<file path="config.mk">
export PLATFORM = sky130hd
export DESIGN_NAME = deser8
export DESIGN_NICKNAME = d
export VERILOG_FILES = /design/src/rtl/deser8.sv
export SDC_FILE = /design/constraint.sdc
export NUM_CORES = 1
export LEC_CHECK = 0
export ABC_AREA = 1
export ABC_CLOCK_PERIOD_IN_PS = 1650
export BUFFER_PORTS_ARGS = -buffer_cell sky130_fd_sc_hd__clkbuf_2
export CORE_AREA = 2 2 65 42
export CTS_CLUSTER_SIZE = 14
export DETAILED_ROUTE_END_ITERATION = 10
export DIE_AREA = 0 0 67 44
export GPL_ROUTABILITY_DRIVEN = 0
export GPL_TIMING_DRIVEN = 0
export PLACE_DENSITY = 0.68
export RECOVER_POWER = 100
export SETUP_SLACK_MARGIN = 0.15
export SYNTH_ARGS = -nofsm -noshare
export SYNTH_HDL_FRONTEND = slang
export SYNTH_SLANG_ARGS = --single-unit
export TNS_END_PERCENT = 30
</file>
<file path="constraint.sdc">
create_clock -name clk -period 1.65 [get_ports clk]
set_input_delay 0.33 -clock clk [delete_from_list [all_inputs] [get_ports clk]]
set_output_delay 0.33 -clock clk [all_outputs]
set_load 0.005 [all_outputs]
</file>
<file path="src/rtl/deser8.sv">
// deser8: one-bit-per-cycle serial to 8-bit parallel deserializer.
// The serial side and the parallel side each use a valid/ready handshake.
// Finished words go into a one-entry holding register. When the consumer
// pops the held word in the same cycle that a new word completes, the new
// word loads directly, so the output never shows a bubble.
module deser8 #(
    parameter bit MSB_FIRST = 1'b0
) (
    input  logic       clk,
    input  logic       reset,
    input  logic       clear,
    input  logic       in_bit,
    input  logic       in_valid,
    output logic       in_ready,
    output logic [7:0] out_data,
    output logic       out_valid,
    input  logic       out_ready,
    output logic [2:0] bit_count
);

    // Returns w with bit position pos replaced by b.
    function automatic logic [7:0] put_bit(input logic [7:0] w,
                                           input logic [2:0] pos,
                                           input logic       b);
        logic [7:0] r;
        r      = w;
        r[pos] = b;
        return r;
    endfunction

    // Stage p0 holds the partial word being assembled.
    logic [2:0] cnt_p0;
    logic [7:0] shift_p0;

    // Stage p1 is the holding register presented to the consumer.
    logic [7:0] data_p1;
    logic       vld_p1;

    logic       accept;
    logic       pop;
    logic       last_bit;
    logic       complete;
    logic [2:0] pos;
    logic [7:0] word_next;

    // Handshake decode and next-word assembly.
    always_comb begin
        // Stall only when the incoming bit would finish a word and the
        // holding register is still occupied and not being drained.
        in_ready  = !((cnt_p0 == 3'd7) && vld_p1 && !out_ready);
        accept    = in_valid && in_ready;
        pop       = vld_p1 && out_ready;
        last_bit  = (cnt_p0 == 3'd7);
        // clear discards the bit accepted in its cycle, so a flushed word
        // never reaches the holding register.
        complete  = accept && last_bit && !clear;
        pos       = MSB_FIRST ? (3'd7 - cnt_p0) : cnt_p0;
        word_next = put_bit(shift_p0, pos, in_bit);
    end

    // Partial-word shift register and bit counter.
    always_ff @(posedge clk) begin
        if (reset) begin
            cnt_p0   <= 3'd0;
            shift_p0 <= 8'h00;
        end else if (clear) begin
            cnt_p0   <= 3'd0;
            shift_p0 <= 8'h00;
        end else if (accept) begin
            if (last_bit) begin
                cnt_p0   <= 3'd0;
                shift_p0 <= 8'h00;
            end else begin
                cnt_p0   <= cnt_p0 + 3'd1;
                shift_p0 <= word_next;
            end
        end
    end

    // One-entry output holding register.
    always_ff @(posedge clk) begin
        if (reset) begin
            data_p1 <= 8'h00;
            vld_p1  <= 1'b0;
        end else if (complete) begin
            data_p1 <= word_next;
            vld_p1  <= 1'b1;
        end else if (pop) begin
            vld_p1  <= 1'b0;
        end
    end

    assign out_data  = data_p1;
    assign out_valid = vld_p1;
    assign bit_count = cnt_p0;

endmodule

</file>
# ---- Word level (Yosys, flattened, before mapping)
# Cells that the tools add are included.
dict set report word_totals {
  input_bits 6
  register_bits 20
  wordCells 27
  output_inout_bits 13
}
dict set report op_classes {
  addsub 1
  n_eq_ne 1
  n_mux 7
  n_reduce_logical 12
  magnitude_cmp 2
}
# cell count
set op_table {}
lappend op_table {{$bwmux 8} 1}
lappend op_table {{$mux 8} 1}
lappend op_table {{$logic_and 1x1->1} 7}
lappend op_table {{$lt 3x4->1 const B} 1}
lappend op_table {{$add 3x1->3 const B} 1}
lappend op_table {{$demux 1 s3} 1}
lappend op_table {{$eq 3x3->1 const B} 1}
lappend op_table {{$ge 3x1->1 const B} 1}
lappend op_table {{$logic_not 1->1} 3}
lappend op_table {{$mux 1} 3}
lappend op_table {{$mux 3} 1}
lappend op_table {{$reduce_bool 2->1} 1}
lappend op_table {{$reduce_or 2->1} 1}

# ---- Depth between registers and ports, before layout
# Gate-level depths: netlist (run 1).
dict set report logic_depth {
  depth_word 8
  mapped_depth 7
  ltp_nobuf 6
}

# ---- Worst setup path after synthesis (run 1)
# OpenSTA, ideal clock, no wires.
dict set report synth_timing {
  path_type {register -> register}
  start {register cnt_p0[0] (netlist: bit_count[0])}
  end {register data_p1[7] (netlist: out_data[7])}
  required_ns 1.536
  period_less_slack_ns 1.306
  stages_incl_launch_ff 7
  n_path_buf 1
  path_slack_ns 0.344
  setup_time_ns 0.114
  t_arrival_ns 1.192
  cell_sequence {dfxtp_1 -> ha_1 -> ha_1 -> nand4_4 -> buf_6 -> a21oi_1 -> nor2_1}
}
dict set report synth_via {
  elab_chain_cells 7
  elab_cells_between_ends 13
  cone_classes {order compare (2); eq/ne (1); mux (3); reduce/logical (7)}
}
# element line
set synth_rtl {}
lappend synth_rtl {{start, declared} 32} ;# logic [2:0] cnt_p0;
lappend synth_rtl {{start signal, assigned} 74} ;# cnt_p0 <= cnt_p0 + 3'd1;
lappend synth_rtl {{parallel branches: the longest is 7 deep, another holds $lt 3x4->1} --}
lappend synth_rtl {{end signal, assigned} 86} ;# data_p1 <= word_next;
lappend synth_rtl {{end, declared} 36} ;# logic [7:0] data_p1;
# Several ways; the timed one is not identified.
# A chain may end at the register's enable or synchronous reset.

# ---- Worst setup path in the final report (run 1)
dict set report layout_timing {
  start {register cnt_p0[0] (netlist: bit_count[0])}
  end {output port in_ready}
}
dict set report layout_via {
  elab_chain_cells 4
}
# element line
set layout_rtl {}
lappend layout_rtl {{$eq 3x3->1} 50} ;# in_ready = !((cnt_p0 == 3'd7) && vld_p1 && !out_ready);
lappend layout_rtl {{$logic_and 1x1->1 (2 in a row)} 50}
lappend layout_rtl {{$logic_not 1->1} 50}
lappend layout_rtl {{end, declared} 14} ;# output logic in_ready,
# No other way between the ends.

==> impl.org, run 1 <==
** Logic synthesis
- The share of synthesized area in the top cell type comes to 0.397.
- Synthesized flop and latch total :: 20
- After synthesis, the netlist uses 17 different library cells.
- Synthesis produced a netlist with a net count of 154.
- During synthesis, Yosys emitted a total of 0 warnings.
- Summed over all instances, the cell type with the most area after synthesis is dfxtp_1.
- Mapped cell area :: 1010 µm²
- The average instance in the mapped netlist occupies 6.91 µm².
- The share of the Yosys chip area taken by registers is 0.397.
- Post-synthesis cell count :: 146
- Largest cells by area after synthesis :: dfxtp_1 40%, nand2_1 13%, a21oi_1 9.4%

** Timing
- Across all hold checks on the routed design, the worst slack comes to 0.266 ns.
- Setup repair after global routing missed its margin :: no
- The clock arrives with 0.00153 ns of skew.
- Fin. Hold Viols :: 0
- Final Max Slew Viols :: 0
- Based on the critical path, the design can be clocked at up to 0.663 GHz.
- Normalized max-slew margin :: 0.718
- Adding up every negative setup slack in the final design gives 0 ns.
- Post-route fraction of the period consumed by the critical path :: 0.913
- Setup violations remaining at the end of the flow were counted as 0.
- Final period demand of the worst path :: 1.51 ns
- Transition at the pin with the smallest max-transition slack :: 0.422 ns

** Floorplanning
- The initial utilization of the core area, before any placement, comes to 0.423.
- In this run the horizontal extent of the chip is 67 µm.
- In this run the standard cell core region covers 2380 µm².
- Die extent in y :: 44 µm
- The die covers 2950 µm².
- Total I/O pin count :: 19
- The floorplan has 14 rows.

** Setup path
- Worst-path fanout max :: 3
- WS Path Type :: flip-flop to output pin
- Element type at the critical path end :: output pin
- The signal on the critical path passes through ha_4 -> ha_4 -> nand3_4 -> buf_6.
- The slowest stage of the critical path is the dfxtp_1 cell.
- At the worst endpoint, the required time is 1.32 ns.
- For this run, the slowest stage of the critical path takes 0.40 ns.
- By instance count, the cell type seen most on the critical path is ha_4.
- CP Launch Type :: flip-flop
- Data arrives at the worst endpoint at 1.18 ns.

** Routing
- Avg Vias per Cell :: 4.78
- Once detail routing completed, the nets flagged for antenna violations numbered 0.
- In this run, the number of DRC markers left after iteration 0 of detailed routing was 55.
- Detailed-routed wire length on met3 :: 134 µm
- WL/cell :: 11.7 µm
- Residual DRC :: 0
- Highest metal used :: met4
- Vias after detailed routing :: 960
- After detailed routing, the met2 layer carries 989 µm of wire.
- Detailed-routing wirelength on met1 :: 1.22 mm
- Routed wire length :: 2.36 mm
- Number of optimization iterations in the first detailed-route pass :: 4

** Finish
- After filler insertion, the fill cell instance count of the layout stands at 254.
- Fraction of final layout cells sized beyond drive strength 1 :: 0.201
- In the final layout, the multi-input gates occupy 510 µm².
- Nets :: 178
- Most common cell after layout, fill and taps aside :: nand2_1
- Sequential cell area :: 400 µm²
- The top cell types in the final layout, fill and taps aside, are 35 x nand2_1, 22 x inv_1, 20 x dfxtp_1, 19 x a21oi_1, 15 x nand3_1.
- Compared with the post-synthesis result, the final layout area differs by 22.3%.
- ANT cells :: 0

** Global routing
- Wire length of the first global-routing pass :: 3.60 mm
- Initial antenna violation count :: 0
- Vias in the first global route :: 799
- Remaining Overflow, GRT :: 0
- Maximum number of pins on one net before global-route repair :: 12
- For this run, the total global-route usage over all layers was measured as 0.173.

** CTS
- TritonCTS buffer count :: 3
- Clock-pin slew was measured on the worst setup and hold paths at 0.07 ns.
- Buffers inserted to repair hold after CTS numbered 0.
- The later pin in the worst-skew pair is clocked with a latency of 0.26 ns.
- CTS saw 20 sinks.
- Number of buffers between clock root and the deepest sink :: 2
- TritonCTS built the clock tree.
- CTS built an H-tree with a depth of 1.
- Root Buffer Master :: clkbuf_8

** Power
- The design draws 941 µW.
- Power density relative to cell area :: 763 nW/µm²
- Standby leakage power :: 0.000552 µW
- Of the total power, the share spent switching nets is 0.231.
- The share of total power dissipated in combinational logic is 0.083.
- The share of total power dissipated in sequential elements is 0.523.
- Clock Power Share :: 0.394
- Internal cell power :: 724 µW
- Net Switching :: 217 µW
- Worst-case vdd ir drop :: 435 µV

** Run
- Max Cap Viol :: 0

** Placement
- Input and output buffers added on the ports amount to 18.
- The HPWL after detailed placement is 1.63 mm.

** Outcome
- The flow ran to the end, and the final reports show no timing, DRC or antenna violations.

** Worst hold path
- The path class of the tightest hold or removal check is primary input to flip-flop.
[per-stage QoR]
| step | instance area, µm² | instances | utilization | setup WS (ns) |
|---|---|---|---|---|
| after floorplan | 1010 | 146 | - | 0.344 |
| after global placement | 1140 | 196 | 0.478 | 0.142 |
| after detailed placement | 1140 | 196 | 0.478 | 0.123 |
| after CTS | 1210 | 200 | 0.508 | 0.151 |
| after global routing | 1230 | 201 | 0.518 | 0.0697 |
| final | 1230 | 201 | 0.518 | 0.143 |
[power by group through the flow]
stage | Combinational [µW] | Sequential [µW] | Clock, µW
after floorplan | 51.4 | 502 | 0
after global placement | 74.4 | 502 | 0
after detailed placement | 76.4 | 502 | 0
after CTS | 77.4 | 491 | 380
after global routing | 87.2 | 492 | 410
final | 78.5 | 492 | 371
[logic make-up (layout without fill, tap and decap cells)]
kind of cell | after synthesis | after routing | synth area share
AOI/OAI and AO/OA | 23 | 23 | 0.117
adders and majority gates | 2 | 2 | 0.0248
buffers and inverters | 29 | 52 | 0.127
DFF | 20 | 20 | 0.397
and+or+nand+nor | 72 | 72 | 0.335
[Yosys cell counts]
cell	instances
dfxtp_1	20
inv_1	22
nand3_1	15
ha_1	2
o21ai_0	3
buf_6	2
nand2_2	2
nand4_4	1
nor2_2	2
nand4_1	6
o21bai_1	1
nand3_2	1
nand2_1	34
buf_2	3
a21oi_1	19
inv_2	2
nor2_1	11
[sequential cells by signal (all words and copies together) (netlist names)]
register,cells
out_data,8
shift_p0,8
bit_count,3
out_valid,1
[metal layers]
layer | vias to the layer above | GRT usage
met4 | 0 | 0.0571
met2 | 27 | 0.240
met5 | - | 0
met3 | 2 | 0.0623
li1 | 517 | -
met1 | 414 | 0.248
[area by class of cell]
class,count,area share
buffer,5,0.0304
tap,32,0.0325
timing repair buffer,19,0.0811
clock buffer,4,0.0446
inverter,24,0.0730
sequential,20,0.325
multi-input combinational,97,0.414
[final timing paths]
check	from	end	slack, ns	cells after the start
hold reg to reg	shift_p0[2]	shift_p0[2]	0.46	2
hold / removal	reset	out_valid	0.27	2
setup reg to reg	bit_count[0]	shift_p0[0]	0.17	8
setup / recovery	bit_count[0]	in_ready	0.14	4
[repair_timing]
| action | in CTS | in global routing |
|---|---|---|
| pin swaps | 0 | 2 |
| endpoints found under the setup margin | 13 | 2 |
| buffers inserted | 0 | 1 |
| resized for setup | 5 | 3 |
[worst max-delay path, delay by kind of cell, from the launching register on]
| kind | cells | cell delay (ns) |
|---|---|---|
| AND/OR/NAND/NOR | 1 | 0.08 |
| flip-flops | 1 | 0.40 |
| adder cells (fa/ha/maj) | 2 | 0.32 |
| buffers and inverters | 1 | 0.13 |
No activity file was read; power rests on OpenSTA's default activity.
==> run 2, diff against run 1 <==
- REMOVE_ABC_BUFFERS: default -> 1
==> impl.org, run 2 (synthesized netlist as in run 1, its figures left out) <==
** Power
- Proportion of total power due to net switching :: 0.240 (+0.00891)
- The highest ir drop seen on vdd was 390 µV (-10%).
- Sequential Power Share :: 0.518 (-0.005)
- Combinational cell fraction of total power :: 0.079 (-0.004)
- Power density relative to cell area :: 798 nW/µm² (+4.6%)
- Internal cell power :: 720 µW (-0.60%)
- The leakage power summed over all cells came to 0.000535 µW (-3.1%).
- Net Switching :: 227 µW (+4.4%)
- Clock Power Share :: 0.403 (+0.009)

** Floorplanning
- The number of top-level design ports came to 19 (unchanged).
- The area of the core was 2380 µm² (unchanged).
- Horizontal die dimension :: 67 µm (unchanged)
- The site row count is 14 (unchanged).
- Die area :: 2950 µm² (unchanged)
- The initial core utilization was 0.423 (unchanged).
- Die extent in y :: 44 µm (unchanged)

** Setup path
- The required time of the critical path came to 1.32 ns (about the same).
- The critical path starts at bit_count[0].
- The maximum fanout along the worst path came to 3 (unchanged).
- Element type at the critical path end :: output pin
- Crit path DAT :: 1.19 ns (about the same)
- CP Launch Type :: flip-flop
- WS Path Type :: flip-flop to output pin
- The worst register-to-register path begins at bit_count[1].

** CTS
- Number of buffers between clock root and the deepest sink :: 2 (unchanged)
- TritonCTS built the clock tree.
- The tree is rooted in a clkbuf_8.
- The number of clock buffers inserted by TritonCTS came to 3 (unchanged).
- Count of hold-fix buffers inserted at cts :: 0 (unchanged)
- Number of levels the H-tree was split into :: 1 (unchanged)
- TritonCTS sink count :: 20 (unchanged)
- Clock input transition at the sequential cells of the worst setup and hold paths :: 0.07 ns (about the same)
- The clock latency on the worst-skew pair was 0.26 ns (about the same).

** Run
- Max Cap Viol :: 0 (unchanged)

** Routing
- Iteration-0 DRC Markers :: 33 (-40%)
- Number of optimization iterations in the first detailed-route pass :: 4 (unchanged)
- The mean number of vias per cell came to 5.03 (+5.3%).
- The total wirelength of the detailed-routed design is 2.35 mm (-0.34%).
- Residual DRC :: 0 (unchanged)
- The average wire per standard cell was 11.9 µm (+1.7%).
- Vias after detailed routing :: 991 (+3.2%)
- Antenna Violating Nets Remaining :: 0 (unchanged)

** Global routing
- Overall Global Routing Usage :: 0.176 (+0.00275)
- GR Util met2 :: 0.299 (+0.0594)
- Met1 Track Usage GR :: 0.212 (-0.0351)
- Met3 demand-to-capacity share in global routing :: 0.0623 (unchanged)
- The number of antenna violations at the first check in global routing is 0 (unchanged).
- The overflow left after global routing came to 0 (unchanged).
- The maximum number of pins on one net before global-route repair is 18 (+6).
- In this run the most used layer during global routing was met2.
- The wire length of the first global-routing pass is 3.77 mm (+4.6%).
- The via count of the first global-routing pass came to 861 (+7.8%).

** Placement
- Port buffer count :: 18 (unchanged)
- The final HPWL from detailed placement was 1.63 mm (+0.11%).

** Worst hold path
- In this run the most critical hold path is launched from reset.
- In this run the worst hold path is classified as primary input to flip-flop.

** Outcome
- Outcome :: finished, final reports clean

** Timing
- The max-slew headroom at the worst pin is 0.691 (-0.0269).
- The total setup violations reported at the end of the flow was 0 (unchanged).
- The share of the clock period used by the worst path came to 0.921 (+0.00794).
- The total negative slack for setup checks came to 0 ns (unchanged).
- Hold Slack :: 0.241 ns (-0.0252 ns)
- Final period demand of the worst path :: 1.52 ns (+0.0131 ns)
- Final Skew :: 0.00154 ns (+0.00000464 ns)
- Setup repair after global routing left no endpoint under its margin.
- Fin. Hold Viols :: 0 (unchanged)
- The final count of pins violating max slew came to 0 (unchanged).
- The pin slew with the least headroom to its limit is 0.463 ns (+0.0409 ns).
- Timing-limited maximum frequency :: 0.658 GHz (-0.86%)

** Finish
- Nets :: 174 (-2.2%)
- The layout filler cell count came to 245 (-3.5%).
- Area added between synthesis and finish :: 17.6%
- The share of the core filled with cells in the final layout is 0.498 (-0.0200).
- The diode insertion count for antenna repair came to 0 (unchanged).
- Fraction of final layout cells sized beyond drive strength 1 :: 0.200 (-0.00118)
- Most common cell after layout, fill and taps aside :: nand2_1
- Leaving out fill and tap cells, the most frequent cells in the layout are 34 x nand2_1, 22 x inv_1, 19 x a21oi_1, 18 x dfxtp_1, 17 x clkbuf_2.
run 2: cell count changes in the layout (fill, tap and decap cells not counted):
cell      delta
buf_2        -3
buf_6        -3
clkbuf_1     -1
clkbuf_2     +3
dfxtp_1      -2
dfxtp_4      +2
ha_1         +1
ha_4         -1
nand2_1      -1
nand2_2      +1
nand3_2      +1
nand3_4      -1
run 2: worst paths after layout:
check           endpoint  slack, ns  cells after the start
max             in_ready       0.13                      4
min reg2reg  shift_p0[7]       0.46                      2
max reg2reg  out_data[4]       0.19                      6
min            out_valid       0.24                      2
run 2: critical path, cell delays in order, from the launching register on:
cell and delay (ns):
dfxtp_1 0.32, ha_1 0.23, ha_4 0.19, nand3_2 0.08, clkbuf_2 0.11
run 2: layout make-up:
cell class	instances	area, µm²	area share
Clock buffer	4	55.1	0.0464
Inverter	24	90.1	0.0759
Multi-Input combinational cell	97	493	0.416
Sequential cell	20	408	0.344
Tap cell	32	40.0	0.0338
Timing Repair Buffer	20	100	0.0844
run 2: what timing repair did:
item / in CTS / in global routing
gates resized for setup: 10 / 0
endpoints found under the setup margin: 21 / 1
pin swaps: 0 / 1
buffers inserted: 2 / 0
run 2: per-stage QoR:
stage,instance area [µm²],power [µW],setup WS (ns),instances
5_1_grt,1190,988,0.0788,197
2_1_floorplan,971,548,0.169,141
4_1_cts,1210,954,0.167,197
3_3_place_gp,1100,571,-0.132,191
3_5_place_dp,1100,573,-0.177,191
6_report,1190,947,0.130,197
run 2: power groups by stage:
| stage | Sequential, µW | Combinational, µW | Clock, µW |
|---|---|---|---|
| finish | 491 | 74.5 | 381 |
| global placement | 509 | 62.0 | 0 |
| detailed placement | 509 | 64.3 | 0 |
| floorplan | 507 | 40.8 | 0 |
| CTS | 491 | 74.3 | 389 |
| global route | 491 | 81.9 | 415 |
run 2: per-layer routing:
| metal | vias up | share of wire |
|---|---|---|
| met1 | 440 | 0.44 |
| met5 | - | 0 |
| met3 | 2 | 0.073 |
| met2 | 34 | 0.48 |
| li1 | 515 | - |
| met4 | 0 | 0.0051 |
